--- config.mk ---
export PLATFORM = sky130hd
export DESIGN_NAME = decode_stage
export DESIGN_NICKNAME = d
export VERILOG_FILES = /design/src/rtl/decode_stage.sv
export SDC_FILE = /design/constraint.sdc
export NUM_CORES = 1
export LEC_CHECK = 0
export ABC_AREA = 1
export CORE_ASPECT_RATIO = 1.1
export CORE_MARGIN = 5
export CORE_UTILIZATION = 45
export DETAILED_ROUTE_END_ITERATION = 10
export GPL_ROUTABILITY_DRIVEN = 0
export PLACE_DENSITY = 0.87
export REMOVE_ABC_BUFFERS = 1
export SLEW_MARGIN = 20
export SYNTH_ARGS = -nofsm -noshare
export SYNTH_HDL_FRONTEND = slang
export SYNTH_SLANG_ARGS = --single-unit
--- constraint.sdc ---
create_clock -name clk_dc -period 2.15 [get_ports clk_dc]
set_input_delay 0.215 -clock clk_dc [delete_from_list [all_inputs] [get_ports clk_dc]]
set_output_delay 0.215 -clock clk_dc [all_outputs]
set_load 0.02 [all_outputs]
--- src/rtl/decode_stage.sv ---
// Decode stage between IF and EX: splits the instruction, sign-extends the immediate,
// forwards operands from EX/WB, and interlocks one bubble behind a load with a dependant.
module decode_stage #(
  parameter int              DATA_W      = 16,
  parameter int              RA_W        = 3,
  parameter int              OP_W        = 4,
  parameter int              IMM_FIELD_W = 3,
  parameter logic [OP_W-1:0] LOAD_OP     = 4'hA,
  parameter bit              FWD_EN      = 1'b1,
  localparam int             INSTR_W     = OP_W + 3*RA_W + IMM_FIELD_W
) (
  input  logic               clk_dc,
  input  logic               rst_dc,
  input  logic               if_valid,
  output logic               if_ready,
  input  logic [INSTR_W-1:0] instruction,
  output logic [RA_W-1:0]    rf_sr_addr,
  output logic [RA_W-1:0]    rf_tr_addr,
  input  logic [DATA_W-1:0]  rf_sr_data,
  input  logic [DATA_W-1:0]  rf_tr_data,
  input  logic               ex_wr_en,
  input  logic [RA_W-1:0]    ex_wr_addr,
  input  logic [DATA_W-1:0]  ex_wr_data,
  input  logic               wb_wr_en,
  input  logic [RA_W-1:0]    wb_wr_addr,
  input  logic [DATA_W-1:0]  wb_wr_data,
  input  logic               ex_ready,
  input  logic               flush,
  output logic               dc_valid,
  output logic [OP_W-1:0]    op_code,
  output logic [RA_W-1:0]    dr_addr,
  output logic [RA_W-1:0]    sr_addr,
  output logic [RA_W-1:0]    tr_addr,
  output logic [DATA_W-1:0]  sr_data,
  output logic [DATA_W-1:0]  tr_data,
  output logic [DATA_W-1:0]  imm
);

  function automatic logic [DATA_W-1:0] sign_extend(input logic [IMM_FIELD_W-1:0] field);
    return {{(DATA_W-IMM_FIELD_W){field[IMM_FIELD_W-1]}}, field};
  endfunction

  // EX result is younger than WB, so it wins when both target the same register.
  function automatic logic [DATA_W-1:0] select_operand(
    input logic [RA_W-1:0]   addr,
    input logic [DATA_W-1:0] rf_data,
    input logic              ex_en,
    input logic [RA_W-1:0]   ex_addr,
    input logic [DATA_W-1:0] ex_data,
    input logic              wb_en,
    input logic [RA_W-1:0]   wb_addr,
    input logic [DATA_W-1:0] wb_data
  );
    logic [DATA_W-1:0] result;
    if (FWD_EN && ex_en && (ex_addr == addr)) begin
      result = ex_data;
    end else if (FWD_EN && wb_en && (wb_addr == addr)) begin
      result = wb_data;
    end else begin
      result = rf_data;
    end
    return result;
  endfunction

  logic [OP_W-1:0]        w_op;
  logic [RA_W-1:0]        w_dr;
  logic [RA_W-1:0]        w_sr;
  logic [RA_W-1:0]        w_tr;
  logic [IMM_FIELD_W-1:0] w_imm_field;
  logic                   w_advance;
  logic                   w_hazard;
  logic                   w_if_ready;
  logic                   w_accept;
  logic [DATA_W-1:0]      w_sr_operand;
  logic [DATA_W-1:0]      w_tr_operand;

  logic                   r_dc_valid;
  logic [OP_W-1:0]        r_op_code;
  logic [RA_W-1:0]        r_dr_addr;
  logic [RA_W-1:0]        r_sr_addr;
  logic [RA_W-1:0]        r_tr_addr;
  logic [DATA_W-1:0]      r_sr_data;
  logic [DATA_W-1:0]      r_tr_data;
  logic [DATA_W-1:0]      r_imm;

  assign w_op        = instruction[OP_W-1:0];
  assign w_dr        = instruction[OP_W +: RA_W];
  assign w_sr        = instruction[OP_W + RA_W +: RA_W];
  assign w_tr        = instruction[OP_W + 2*RA_W +: RA_W];
  assign w_imm_field = instruction[INSTR_W-1 -: IMM_FIELD_W];

  assign rf_sr_addr  = w_sr;
  assign rf_tr_addr  = w_tr;

  // Handshake: the hazard compares the held load against the fields being offered now.
  always_comb begin
    w_advance  = !r_dc_valid || ex_ready;
    w_hazard   = 1'b0;
    if (r_dc_valid && (r_op_code == LOAD_OP) &&
        ((r_dr_addr == w_sr) || (r_dr_addr == w_tr))) begin
      w_hazard = 1'b1;
    end else begin
      w_hazard = 1'b0;
    end
    if (flush) begin
      w_if_ready = 1'b1;
    end else begin
      w_if_ready = w_advance && !w_hazard;
    end
    w_accept   = if_valid && w_if_ready && !flush;
  end

  assign if_ready = w_if_ready;

  // Operands are resolved only on the accepting cycle; a stall never re-forwards.
  always_comb begin
    w_sr_operand = select_operand(w_sr, rf_sr_data, ex_wr_en, ex_wr_addr, ex_wr_data,
                                  wb_wr_en, wb_wr_addr, wb_wr_data);
    w_tr_operand = select_operand(w_tr, rf_tr_data, ex_wr_en, ex_wr_addr, ex_wr_data,
                                  wb_wr_en, wb_wr_addr, wb_wr_data);
  end

  // Output register bank: reset > flush > accept > bubble > stall (hold).
  always_ff @(posedge clk_dc) begin
    if (rst_dc) begin
      r_dc_valid <= 1'b0;
      r_op_code  <= '0;
      r_dr_addr  <= '0;
      r_sr_addr  <= '0;
      r_tr_addr  <= '0;
      r_sr_data  <= '0;
      r_tr_data  <= '0;
      r_imm      <= '0;
    end else if (flush) begin
      r_dc_valid <= 1'b0;
    end else if (w_accept) begin
      r_dc_valid <= 1'b1;
      r_op_code  <= w_op;
      r_dr_addr  <= w_dr;
      r_sr_addr  <= w_sr;
      r_tr_addr  <= w_tr;
      r_sr_data  <= w_sr_operand;
      r_tr_data  <= w_tr_operand;
      r_imm      <= sign_extend(w_imm_field);
    end else if (w_advance) begin
      r_dc_valid <= 1'b0;
    end
  end

  assign dc_valid = r_dc_valid;
  assign op_code  = r_op_code;
  assign dr_addr  = r_dr_addr;
  assign sr_addr  = r_sr_addr;
  assign tr_addr  = r_tr_addr;
  assign sr_data  = r_sr_data;
  assign tr_data  = r_tr_data;
  assign imm      = r_imm;

endmodule

==> results of run 1 <==
state kept, by name (all words and copies together) (netlist names):
register / count
tr_addr: 3
dc_valid: 1
tr_data: 16
dr_addr: 3
op_code: 4
imm: 3
sr_addr: 3
sr_data: 16
worst min-delay path: stages:
cell	delay [ps]
sky130_fd_sc_hd__clkdlybuf4s50_1	400
sky130_fd_sc_hd__nor2_1	100
sky130_fd_sc_hd__nor2_1	50
cell type report:
| cell class | count | share of cell area |
|---|---|---|
| repair buffers | 178 | 0.344 |
| multi-input cells | 421 | 0.337 |
| flip-flops and latches | 49 | 0.190 |
| inverters | 113 | 0.0820 |
| well taps | 105 | 0.0254 |
| clock buffers | 6 | 0.0140 |
| clock inverters | 2 | 0.00750 |
metal layers:
metal,routed length [um],track usage
met1,4320,0.247
met2,5500,0.415
met3,982,0.0438
met4,308,0.0902
met5,0,0
per-stage QoR:
| step | instances | hold WS (ps) | total power (uW) |
|---|---|---|---|
| after floorplan | 583 | 350 | 1470 |
| after global placement | 866 | 497 | 1940 |
| after detailed placement | 866 | 497 | 1960 |
| after CTS | 874 | 482 | 2640 |
| after global routing | 874 | 509 | 2770 |
| final | 874 | 496 | 2620 |
path summary, 6_finish.rpt:
kind                       to  cells past startpoint
setup / recovery       imm[2]                      1
setup reg to reg  tr_data[15]                     12
hold / removal     dr_addr[0]                      3
hold reg to reg    tr_addr[0]                      4
kinds of logic (layout without fill, tap and decap cells):
| group | Yosys count | count (layout) | share of synthesized area |
|---|---|---|---|
| XOR/XNOR | 3 | 3 | 0.00764 |
| AO/OA/AOI/OAI | 3 | 3 | 0.00436 |
| flip-flops | 49 | 49 | 0.285 |
| buffers and inverters | 157 | 299 | 0.211 |
| AND/OR/NAND/NOR | 415 | 415 | 0.492 |
layout by cell type (no fill, tap or decap), types with 2 or more instances in the layout:
cell                                n
sky130_fd_sc_hd__buf_12             3
sky130_fd_sc_hd__buf_4             14
sky130_fd_sc_hd__clkbuf_8           5
sky130_fd_sc_hd__clkdlybuf4s50_1  160
sky130_fd_sc_hd__dfxtp_1           49
sky130_fd_sc_hd__inv_1            107
sky130_fd_sc_hd__inv_2              6
sky130_fd_sc_hd__nand2_1          228
sky130_fd_sc_hd__nand2_2            4
sky130_fd_sc_hd__nand3_1           67
sky130_fd_sc_hd__nor2_1           107
sky130_fd_sc_hd__nor2_4             3
sky130_fd_sc_hd__nor3_1             2
sky130_fd_sc_hd__o21ai_0            2
sky130_fd_sc_hd__xor2_1             2
timing repair:
item,CTS,global route
buffers inserted,0,0
setup endpoints to repair,0,1
resized for setup,0,1
cell usage after synthesis:
| cell type | n | area, sq um |
|---|---|---|
| sky130_fd_sc_hd__nor3_2 | 1 | 10.0 |
| sky130_fd_sc_hd__dfxtp_1 | 49 | 981 |
| sky130_fd_sc_hd__inv_1 | 107 | 402 |
| sky130_fd_sc_hd__nand2_1 | 228 | 856 |
| sky130_fd_sc_hd__clkbuf_1 | 6 | 22.5 |
| sky130_fd_sc_hd__buf_4 | 20 | 150 |
| sky130_fd_sc_hd__buf_2 | 12 | 60.1 |
| sky130_fd_sc_hd__inv_2 | 6 | 22.5 |
| sky130_fd_sc_hd__a21oi_1 | 1 | 5.00 |
| sky130_fd_sc_hd__xnor2_1 | 1 | 8.76 |
| sky130_fd_sc_hd__nand2_2 | 4 | 25.0 |
| sky130_fd_sc_hd__buf_6 | 6 | 67.6 |
| sky130_fd_sc_hd__nand3_1 | 67 | 335 |
| sky130_fd_sc_hd__xor2_1 | 2 | 17.5 |
| sky130_fd_sc_hd__o21ai_0 | 2 | 10.0 |
| sky130_fd_sc_hd__nor2_2 | 1 | 6.26 |
| sky130_fd_sc_hd__nor2_4 | 3 | 33.8 |
| sky130_fd_sc_hd__or2_2 | 1 | 6.26 |
| sky130_fd_sc_hd__nor2_1 | 107 | 402 |
| sky130_fd_sc_hd__nor3_1 | 2 | 10.0 |
| sky130_fd_sc_hd__nand3_2 | 1 | 10.0 |
power breakdown:
part           switching, uW  internal, uW
logic                    484           448
registers               39.5           973
clock network            320           350
==> reports/qor.tcl, run 1 <==
set qor(outcome) {complete, no violations}
set qor(dr.pass1.iters) 5
set qor(critical_path.max_fanout) 15
set qor(report.final.setup_viol) 0
set qor(r2r-start) {dr_addr[1]}
set qor(clkSinkCount) 49
set qor(place.detailed.hpwl_um) 8220
set qor(synth-seq-cells) 49
set qor(critical_path.max_stage_delay_ps) 690
set qor(syn_to_final_growth_pct) 50.3
set qor(filler_cell_count) 640
set qor(via_count_of_the_first_global_routing_pass) 4048
set qor(min-delay-start) {instruction[4]}
set qor(hold_violations) 0
set qor(cts_hold_repair.buffers) 0
set qor(final_core_util) 0.692
set qor(clock.fmax_mhz) 568
set qor(timing.critical_path.buf_inv) 1
set qor(crit_path_end_kind) {output pin}
set qor(path_clk_slew_ps) 90
set qor(timing.slew.headroom) 0.642
set qor(routedWlPerCell_um) 12.7
set qor(maximum_root_to_sink_buffer_count) 2
set qor(drt-vias-per-instance) 4.78
set qor(synth_area_sq_um) 3440
set qor(critical-path-top-delay-family) {buffers and inverters}
set qor(num_vias) 4178
set qor(number_of_nets_in_the_final_layout) 861
set qor(die_x_um) 93.4
set qor(final_cell_area_sq_um) 5170
set qor(cap_violations) 0
set qor(cpMaxStageDelayCell) {sky130_fd_sc_hd__clkdlybuf4s50_1}
set qor(tritoncts) {yes}
set qor(dpl-instance-area_sq_um) 5060
set qor(post_synth.cell_area_avg_sq_um) 5.49
set qor(worst_setup_path_start_kind) {flop}
set qor(final_period_minus_worst_setup_slack_ps) 1760
set qor(setup_ws_ps) 390
set qor(antenna_found_initial) 0
set qor(route.detailed.drc) 0
set qor(cellLeakagePower_uw) 0.00273
set qor(die_outline_area_sq_um) 9500
set qor(floorplan_core_area_sq_um) 7470
set qor(detail_route.iter0.violations) 264
set qor(post_synth_num_cell_types) 21
set qor(grt_pass1_wl_um) 17400
set qor(post-route-period-util) 0.819
set qor(worst_setup_path_startpoint) {imm[2]}
set qor(hold_path.class) {in -> reg}
set qor(crit_path_arrival_time_ps) 1550
set qor(cts_made_buffers) 5
set qor(initial_core_utilization) 0.460
set qor(worst_ir_drop_vdd_v) 0.000352
set qor(insertedDiodeCount) 0
set qor(timing.setup.tns_ps) 0
set qor(placementRows) 33
set qor(area.sequential_sq_um) 981
set qor(path_cells) {clkdlybuf4s50_1}
set qor(ff2ff_setup_slack_ps) 500
set qor(grt_overflow) 0
set qor(pin_count) 162
set qor(criticalPathCategory) {reg -> out}
set qor(aggregate_routed_wire_length_um) 11100
set qor(grt_setup_unrepaired) {no}
set qor(timing_max_transition_violations_final) 0
set qor(final_antenna_net_count) 0
set qor(synth-warning-count) 0
set qor(syn_inst) 627
set qor(max_h_tree_level) 2
set qor(die_h_um) 102
set qor(power_per_cell_area_nw_per_um2) 506
set qor(dp_slack_ps) 45.1
set qor(clk_root_buffer_cell) {sky130_fd_sc_hd__clkbuf_8}
set qor(post_route_cells_drive_above_1_share) 0.0533
set qor(multi_input_area_sq_um) 1740
set qor(synth.yosys.seq_area_share) 0.285
set qor(grt_start_max_net_pins) 62
set qor(placement.io_buffers) 161
set qor(worst-endpoint-required_ps) 1930
set qor(worst-slew-pin-transition_ps) 536
set qor(timing.clock.skew_ps) 6.61
set qor(worst_skew_pair.late_latency_ps) 300
set qor(track_usage) 0.223
No activity file was read; power rests on OpenSTA's default activity.
==> run 2: changes to the inputs <==
--- a/config.mk
+++ b/config.mk
@@ -8,10 +8,10 @@
 export ABC_AREA = 1
 export CORE_ASPECT_RATIO = 1.1
 export CORE_MARGIN = 5
-export CORE_UTILIZATION = 45
+export CORE_UTILIZATION = 38
 export DETAILED_ROUTE_END_ITERATION = 10
 export GPL_ROUTABILITY_DRIVEN = 0
-export PLACE_DENSITY = 0.87
+export PLACE_DENSITY = 0.78
 export REMOVE_ABC_BUFFERS = 1
 export SLEW_MARGIN = 20
 export SYNTH_ARGS = -nofsm -noshare
==> constraint.sdc (replaced) <==
create_clock -name clk_dc -period 1.5 [get_ports clk_dc]
set_input_delay 0.15 -clock clk_dc [delete_from_list [all_inputs] [get_ports clk_dc]]
set_output_delay 0.15 -clock clk_dc [all_outputs]
set_load 0.02 [all_outputs]
==> run 2 against run 1 <==
  * The run now ends with setup timing left
  * Die area up 16%
  * Combinational power up 60%
  * Register-to-register slack got worse by 560 ps
  * Count of clock-buffer cells in the layout fell by 1
  * Largest power group is now combinational cells
==> reports/qor.tcl, run 2 (synthesized netlist as in run 1, its figures left out) <==
set qor(maximum_root_to_sink_buffer_count) 2
set qor(final_period_minus_worst_setup_slack_ps) 1560
set qor(num_vias) 4268
set qor(die_h_um) 110
set qor(max_h_tree_level) 2
set qor(critical_path.max_fanout) 8
set qor(min_path_cells) 4
set qor(worst_ir_drop_vdd_v) 0.000351
set qor(cts_hold_repair.buffers) 0
set qor(path_clk_slew_ps) 100
set qor(cts_made_buffers) 5
set qor(cp_common_cell) {sky130_fd_sc_hd__nand2_2}
set qor(track_usage) 0.214
set qor(r2r-start) {dr_addr[0]}
set qor(timing.hold.ws_ps) 274
set qor(report.final.setup_viol) 39
set qor(worst_skew_pair.late_latency_ps) 300
set qor(tritoncts) {yes}
set qor(clock.fmax_mhz) 639
set qor(worst_setup_path_start_kind) {flop}
set qor(timing.clock.skew_ps) 9.62
set qor(worst-slew-pin-transition_ps) 272
set qor(die_x_um) 101
set qor(filler_cell_count) 802
set qor(p_total_uw) 3770
set qor(grt_pass1_wl_um) 19300
set qor(routedWlPerCell_um) 13.2
set qor(drt-vias-per-instance) 4.66
set qor(dr.pass1.iters) 5
set qor(antenna_found_initial) 0
set qor(power_per_cell_area_nw_per_um2) 666
set qor(grt_overflow) 0
set qor(crit_path_arrival_time_ps) 1820
set qor(insertedDiodeCount) 0
set qor(violations) {setup timing}
set qor(timing.slew.headroom) 0.818
set qor(syn_to_final_growth_pct) 64.5
set qor(cpMaxStageDelayCell) {sky130_fd_sc_hd__dfxtp_4}
set qor(detail_route.iter0.violations) 174
set qor(via_count_of_the_first_global_routing_pass) 4197
set qor(floorplan_core_area_sq_um) 8870
set qor(number_of_nets_in_the_final_layout) 893
set qor(criticalPathCategory) {reg -> reg}
set qor(power.share.switching) 0.349
set qor(power.share.sequential) 0.385
set qor(outcome) {finished, violations left}
set qor(cap_violations) 0
set qor(timing.hold.worst_endpoint) {sr_addr[1]}
set qor(multi_input_area_sq_um) 1870
set qor(layout_commonest_cell) {sky130_fd_sc_hd__nand2_1}
set qor(die_outline_area_sq_um) 11100
set qor(post_route_cells_drive_above_1_share) 0.151
set qor(setup_ws_ps) -63.9
set qor(mostFrequentLayoutCells) {sky130_fd_sc_hd__nand2_1, sky130_fd_sc_hd__clkdlybuf4s50_1, sky130_fd_sc_hd__inv_1}
set qor(clkSinkCount) 49
set qor(final_antenna_net_count) 0
set qor(worst-endpoint-required_ps) 1750
set qor(cellLeakagePower_uw) 0.00301
set qor(placementRows) 36
set qor(aggregate_routed_wire_length_um) 12100
set qor(internal_power_uw) 2460
set qor(pin_count) 162
set qor(min-delay-start) {instruction[8]}
set qor(hold_path.class) {in -> reg}
set qor(power.clock.fraction) 0.221
set qor(pwr-share-comb) 0.394
set qor(route.detailed.drc) 0
set qor(critical-path-top-delay-family) {simple AND/OR/NAND/NOR gates}
set qor(post-route-period-util) 1.04
set qor(critical_path.max_stage_delay_ps) 390
set qor(placement.io_buffers) 161
set qor(clk_root_buffer_cell) {sky130_fd_sc_hd__clkbuf_8}
set qor(path_cells) {inv_4 -> nand2_2 -> nand2_1 -> nand3_1 -> nand2_1 -> nand2_2 -> buf_6 -> nand3_4 -> buf_12 -> buf_12 -> nand2_4 -> nand2_2 -> nor2_2}
set qor(grt_setup_unrepaired) {yes}
set qor(power.switching_uw) 1310
set qor(hold_violations) 0
set qor(timing.critical_path.buf_inv) 4
set qor(ff2ff_setup_slack_ps) -60
set qor(place.detailed.hpwl_um) 9010
set qor(area.sequential_sq_um) 993
set qor(grt_start_max_net_pins) 50
set qor(timing.rr.end) {tr_data[11]}
set qor(initial_core_utilization) 0.388
set qor(crit_path_end_kind) {flop}
set qor(worst-r2r-cell-count) 13
set qor(timing_max_transition_violations_final) 0
run 2: power groups by stage:
stage	logic [uW]	registers [uW]	clock network, uW
2_1_floorplan	481	1620	0
3_3_place_gp	1400	1480	0
3_5_place_dp	1430	1480	0
4_1_cts	1460	1450	857
5_1_grt	1620	1470	902
6_report	1490	1450	833
run 2: final cells by class:
class / instances / share of cell area
clock buffers: 5 / 0.0122
inverters: 113 / 0.0758
repair buffers: 210 / 0.376
flip-flops and latches: 49 / 0.176
multi-input cells: 421 / 0.331
well taps: 114 / 0.0252
clock inverters: 3 / 0.00376
run 2: worst min-delay path: stages:
cell	delay, ps
sky130_fd_sc_hd__dlymetal6s2s_1	140
sky130_fd_sc_hd__buf_4	130
sky130_fd_sc_hd__nor2_1	40
sky130_fd_sc_hd__nor2_1	90
run 2: timing repair:
action / 4_1_cts / 5_1_grt
setup endpoints to repair: 73 / 50
setup buffers: 3 / 1
pin swaps: 4 / 7
resized for setup: 70 / 30
gates cloned: 2 / 0
run 2: how the worst max path moves through the flow:
| stage | start | endpoint | slack [ps] | depth (start not counted) |
|---|---|---|---|---|
| floorplan | imm[2] | imm[2] | -1040 | 4 |
| global placement | instruction[8] | if_ready | -390 | 10 |
| detailed placement | instruction[11] | if_ready | -430 | 10 |
| CTS | dr_addr[1] | op_code[0] | -60 | 12 |
| global route | dr_addr[0] | tr_data[5] | -170 | 13 |
| finish | dr_addr[0] | tr_data[11] | -60 | 13 |
run 2: metal layers:
| metal | wire length (um) | vias to the layer above | GRT usage |
|---|---|---|---|
| met5 | 0 | - | 0 |
| met4 | 179 | 0 | 0.0674 |
| met3 | 909 | 16 | 0.0305 |
| met2 | 6140 | 196 | 0.389 |
| met1 | 4900 | 1901 | 0.258 |
| li1 | - | 2155 | - |
run 2: stage by stage:
step	setup TNS (ps)	cells	setup slack [ps]	util	cell area, sq um
after floorplan	-49150	583	-1040	-	3140
final	-1220	915	-63.9	0.638	5660
after global routing	-5520	915	-168	0.638	5660
after detailed placement	-16140	903	-432	0.605	5370
after global placement	-13840	903	-390	0.605	5370
after CTS	-795	915	-55.6	0.630	5590
